--- config.mk ---
export PLATFORM = sky130hd
export DESIGN_NAME = ext_word_fetch
export DESIGN_NICKNAME = d
export VERILOG_FILES = /design/src/rtl/msp430_pkg.sv /design/src/rtl/ext_word_fetch.sv
export SDC_FILE = /design/constraint.sdc
export NUM_CORES = 1
export LEC_CHECK = 0
export ABC_AREA = 1
export BUFFER_PORTS_ARGS = -buffer_cell sky130_fd_sc_hd__buf_2
export CAP_MARGIN = 20
export CORE_MARGIN = 4
export CORE_UTILIZATION = 55
export CTS_BUF_LIST = sky130_fd_sc_hd__clkbuf_16
export DETAILED_ROUTE_END_ITERATION = 12
export GPL_TIMING_DRIVEN = 0
export HOLD_SLACK_MARGIN = 0.02
export PLACE_DENSITY = 0.77
export SLEW_MARGIN = 10
export SYNTH_ARGS = -nofsm -noshare
export SYNTH_HDL_FRONTEND = slang
export SYNTH_SLANG_ARGS = --single-unit
--- constraint.sdc ---
create_clock -name clk -period 2.3 [get_ports clk]
set_input_delay 0.46 -clock clk [delete_from_list [all_inputs] [get_ports clk]]
set_output_delay 0.46 -clock clk [all_outputs]
set_load 0.02 [all_outputs]
--- src/rtl/msp430_pkg.sv ---
// Shared constants for the extension-word fetch path: addressing-mode
// codes, fetch FSM state encoding and the PC step between words.
package msp430_pkg;

    localparam logic [2:0] AM_IDX_S  = 3'b001;
    localparam logic [2:0] AM_IDX_D  = 3'b100;
    localparam logic [2:0] AM_IDX_SD = 3'b101;

    localparam int PC_STEP = 2;

    typedef enum logic [2:0] {
        IDLE     = 3'd0,
        FETCH    = 3'd1,
        PRESENT1 = 3'd2,
        HOLD1    = 3'd3,
        HOLD2    = 3'd4,
        FINISH   = 3'd5
    } state_e;

    // Number of extension words implied by the {Ad,As} mode bits.
    function automatic logic [1:0] word_count(input logic [2:0] am);
        case (am)
            AM_IDX_S:  word_count = 2'd1;
            AM_IDX_D:  word_count = 2'd1;
            AM_IDX_SD: word_count = 2'd2;
            default:   word_count = 2'd0;
        endcase
    endfunction

endpackage

--- src/rtl/ext_word_fetch.sv ---
// Extension-word fetcher: reads up to two index words at PC, then hands
// them to calc one at a time behind an MC strobe and reports the new PC.
//
// state    | meaning
// ---------+------------------------------------------------------------
// IDLE     | waiting for start; outputs hold their last values
// FETCH    | mem_rd asserted, collecting words until the count is reached
// PRESENT1 | MDB_out carries w0, MC pulses for this single cycle
// HOLD1    | w0 held until calc signals CALC_done
// HOLD2    | w1 held until calc signals CALC_done (two-word mode only)
// FINISH   | PC_out valid, PC_wr pulses for this single cycle
module ext_word_fetch
    import msp430_pkg::*;
#(
    parameter int AW = 16,
    parameter int DW = 16
) (
    input  logic          clk,
    input  logic          rst_n,
    input  logic          start,
    input  logic [2:0]    AdAs,
    input  logic [AW-1:0] PC_in,
    output logic [AW-1:0] mem_addr,
    output logic          mem_rd,
    input  logic [DW-1:0] mem_rdata,
    input  logic          mem_ready,
    output logic [DW-1:0] MDB_out,
    output logic          MC,
    input  logic          CALC_done,
    output logic [AW-1:0] PC_out,
    output logic          PC_wr,
    output logic          busy
);

    state_e        state_q, state_d;
    logic [2:0]    am_q, am_d;
    logic [AW-1:0] addr_q, addr_d;
    logic [DW-1:0] w0_q, w0_d;
    logic [DW-1:0] w1_q, w1_d;
    logic          idx_q, idx_d;
    logic [DW-1:0] mdb_q, mdb_d;
    logic [AW-1:0] pc_out_q, pc_out_d;
    logic [1:0]    n_words;
    logic          last_word;

    assign n_words   = word_count(am_q);
    assign last_word = ({1'b0, idx_q} == (n_words - 2'd1));

    // State and datapath registers; reset clears the word buffer too.
    always_ff @(posedge clk or negedge rst_n) begin
        if (!rst_n) begin
            state_q  <= IDLE;
            am_q     <= '0;
            addr_q   <= '0;
            w0_q     <= '0;
            w1_q     <= '0;
            idx_q    <= 1'b0;
            mdb_q    <= '0;
            pc_out_q <= '0;
        end else begin
            state_q  <= state_d;
            am_q     <= am_d;
            addr_q   <= addr_d;
            w0_q     <= w0_d;
            w1_q     <= w1_d;
            idx_q    <= idx_d;
            mdb_q    <= mdb_d;
            pc_out_q <= pc_out_d;
        end
    end

    // Next-state and datapath updates; MDB_out is registered on entry to
    // PRESENT1 so it is already stable while MC is high.
    always_comb begin
        state_d  = state_q;
        am_d     = am_q;
        addr_d   = addr_q;
        w0_d     = w0_q;
        w1_d     = w1_q;
        idx_d    = idx_q;
        mdb_d    = mdb_q;
        pc_out_d = pc_out_q;
        case (state_q)
            IDLE: begin
                if (start) begin
                    am_d   = AdAs;
                    addr_d = PC_in;
                    idx_d  = 1'b0;
                    if (word_count(AdAs) == 2'd0) begin
                        state_d  = FINISH;
                        pc_out_d = PC_in;
                    end else begin
                        state_d = FETCH;
                    end
                end
            end
            FETCH: begin
                if (mem_ready) begin
                    if (idx_q) w1_d = mem_rdata;
                    else       w0_d = mem_rdata;
                    addr_d = addr_q + AW'(PC_STEP);
                    idx_d  = ~idx_q;
                    if (last_word) begin
                        state_d = PRESENT1;
                        // the final word may be w0 itself, still in flight
                        mdb_d   = idx_q ? w0_q : mem_rdata;
                    end
                end
            end
            PRESENT1: begin
                state_d = HOLD1;
            end
            HOLD1: begin
                if (CALC_done) begin
                    if (n_words == 2'd2) begin
                        mdb_d   = w1_q;
                        state_d = HOLD2;
                    end else begin
                        pc_out_d = addr_q;
                        state_d  = FINISH;
                    end
                end
            end
            HOLD2: begin
                if (CALC_done) begin
                    pc_out_d = addr_q;
                    state_d  = FINISH;
                end
            end
            FINISH: begin
                state_d = IDLE;
            end
            default: begin
                state_d = IDLE;
            end
        endcase
    end

    assign mem_addr = addr_q;
    assign mem_rd   = (state_q == FETCH);
    assign MDB_out  = mdb_q;
    assign MC       = (state_q == PRESENT1);
    assign PC_out   = pc_out_q;
    assign PC_wr    = (state_q == FINISH);
    assign busy     = (state_q != IDLE);

endmodule

==> run summary <==
Fin cells -> 837
LEAKAGE -> 2.99 nW
Initial core utilization -> 56.0%
Vias -> 4462
Routed wire length -> 12100 µm
Comb power frac -> 50.7%
Net Sw Frac -> 47.2%
P_int -> 0.00460 W
Syn Area/Cell -> 7.35 µm²
Cell row count -> 33
Yosys cell types -> 31
Layout area overhead -> 20.2%
CTS tree -> built
Global-route wire length before repair -> 20300 µm
Post-CTS setup buffer count -> 0
Worst Tran Pin Value -> 516 ps
Worst Hold Launch -> mem_rdata[3]
Fmax -> 456 MHz
Part of the power in the clock network -> 17.0%
Cell taking the most area after synthesis -> dfrtp_1
Crit. Startpoint -> state_q[2]$_DFFE_PN0P_
Drt first pass iters -> 6
Sequential share of the synthesized area -> 47.5%
Worst hold-check path type -> in -> reg
Total gr overflow -> 0
Starting DRT DRC Count -> 235
Minimum clock period -> 2190 ps
Synth area leaders -> dfrtp_1, nand2_1, o21ai_0, inv_1, nand3_1
FF+latch count, synth -> 87
Antenna Cells -> 0
Mapped Area -> 4580 µm²
Number of global-route vias before repair -> 4341
Mapped Cells -> 623
Synth warn -> 0
Total Power -> 0.00871 W
Clock transition at the registers of the reported paths -> 70 ps
Multi-input gate area -> 1930 µm²
Reg2reg start -> am_q[2]$_DFFE_PN0P_
Core area -> 8180 µm²
Largest net degree at the start of global routing -> 66
Synth Flop Type -> dfrtp_1
Slew HR -> 65.6%
Worst vdd ir -> 0.000752 V
EDFF count, synth -> 0
Final setup viols -> 0
Post-DRT Antenna Nets -> 0
Post-placement cell count -> 820
Root Driver -> clkbuf_16
Design area -> 5500 µm²
Req. time, crit path -> 1840 ps
CP max FO -> 10
Slew Viols, Final -> 0
DIE AREA -> 9850 µm²
Outcome -> finished clean
Hold slack -> 383 ps
Most frequent cells in the layout -> nand2_1, buf_2, dfrtp_1, o21ai_0, inv_1
Switching pwr -> 0.00411 W
Post-synth ARST share -> 100%
Worst Setup Start Kind -> register
Sum of negative setup slack -> 0 ps
Reg area -> 2180 µm²
Area after DPL -> 5200 µm²
Port bufs -> 91
H-tree Lvls -> 3
Flop pwr share -> 32.3%
Residual DRC -> 0
Tcrit/Tclk final -> 95.3%
Critical Path AT -> 1730 ps
GPL Wtd Cong -> 0.923
WL per Instance -> 14.5 µm
Die Height -> 99.3 µm
Post-DP HPWL -> 8810 µm
Initial antenna violation count -> 0
Commonest non-fill, non-tap cell in the layout -> nand2_1
CTS buffer count -> 9
Worst-Skew Late Latency -> 340 ps
# fillers -> 699
Synth top area share -> 47.5%
Fin. Hold Viols -> 0
Layout net count -> 769
Syn Nets -> 665
Overall Global Routing Usage -> 25.6%
Share of cells above drive strength 1 -> 19.7%
Clk_skew -> 10.6 ps
Clk buf depth -> 2
CTS Sinks -> 87
Max Cap Viol -> 0
Top-level I/O count -> 92
Number of vias per cell -> 5.33
CP endpoint kind -> primary output
RSZ-0062 raised after global routing -> no
Critical path class -> reg -> out
P per Cell Area -> 1580 nW/µm²
Die Width -> 99.3 µm
-- routing by layer --
metal	track usage (%)	routed length, µm	part of all wire [%]
met4	12.1	367	3.0
met1	33.0	5040	42
met5	0	0	0
met2	42.4	5780	48
met3	3.86	907	7.5
-- final cells by class --
class	count	area share, %
Multi-Input combinational cell	432	35.1
Buffer	28	3.25
Inverter	76	5.32
Sequential cell	87	39.6
Tap cell	105	2.39
Clock inverter	7	1.30
Clock buffer	9	4.09
Timing Repair Buffer	93	9.00
-- synth_stat cells (4+ instances only) --
cell type	count
nand4_1	7
buf_2	12
nor2_1	25
nand2_1	227
nor3_1	4
buf_6	6
clkbuf_1	7
dfrtp_1	87
o21ai_0	79
inv_1	72
a21oi_1	11
nand3_1	38
o21ai_1	20
-- cells by family (layout without fill, tap and decap cells) --
group           Yosys count  after routing  share of synthesized area (%)
simple gates            315            315                           28.8
compound gates          114            114                           12.6
buf+inv                 104            213                           10.3
flops                    87             87                           47.5
fa+ha+maj                 2              2                          0.546
xor+xnor                  1              1                          0.191
-- what timing repair did --
action / 4_1_cts / 5_1_grt
gates resized for setup: 0 / 0
hold endpoints to repair: 4 / 0
hold buffers: 1 / 0
-- final timing paths --
kind                                          end  slack, ps  cells after the start
max reg2reg                MDB_out[8]$_DFFE_PN0P_        520                     10
max                                        mem_rd        110                      5
min in group asynchronous  PC_out[10]$_DFFE_PN0P_        560                      2
min                           w1_q[3]$_DFFE_PN0P_        380                      3
min reg2reg                MDB_out[8]$_DFFE_PN0P_        480                      2
max in group asynchronous  MDB_out[1]$_DFFE_PN0P_       1110                      3
-- through the flow --
| stage | setup slack (ps) | utilization, % |
|---|---|---|
| 5_1_grt | 51.6 | 67.3 |
| 4_1_cts | 132 | 67.3 |
| 3_3_place_gp | 21.0 | 63.2 |
| 2_1_floorplan | 706 | - |
| 3_5_place_dp | 500 | 63.6 |
| 6_report | 109 | 67.3 |
-- sequential cells by signal (all words and copies together), names as in the netlist --
signal	cells
idx_q	1
MDB_out	16
w0_q	16
w1_q	16
mem_addr	16
state_q	3
PC_out	16
am_q	3
-- critical path, stage by stage, from the launching register on --
cell	delay, ps
dfrtp_1	450
inv_2	140
nand3_2	160
inv_6	150
buf_2	270
buf_2	210
-- power by group through the flow --
stage               clock, W  sequential [W]  combinational [W]
CTS                  0.00148         0.00280            0.00442
floorplan                  0         0.00321            0.00264
finish               0.00148         0.00282            0.00442
global route         0.00157         0.00290            0.00493
detailed placement         0         0.00282            0.00438
global placement           0         0.00278            0.00426
(Power assumes the default switching activity.)
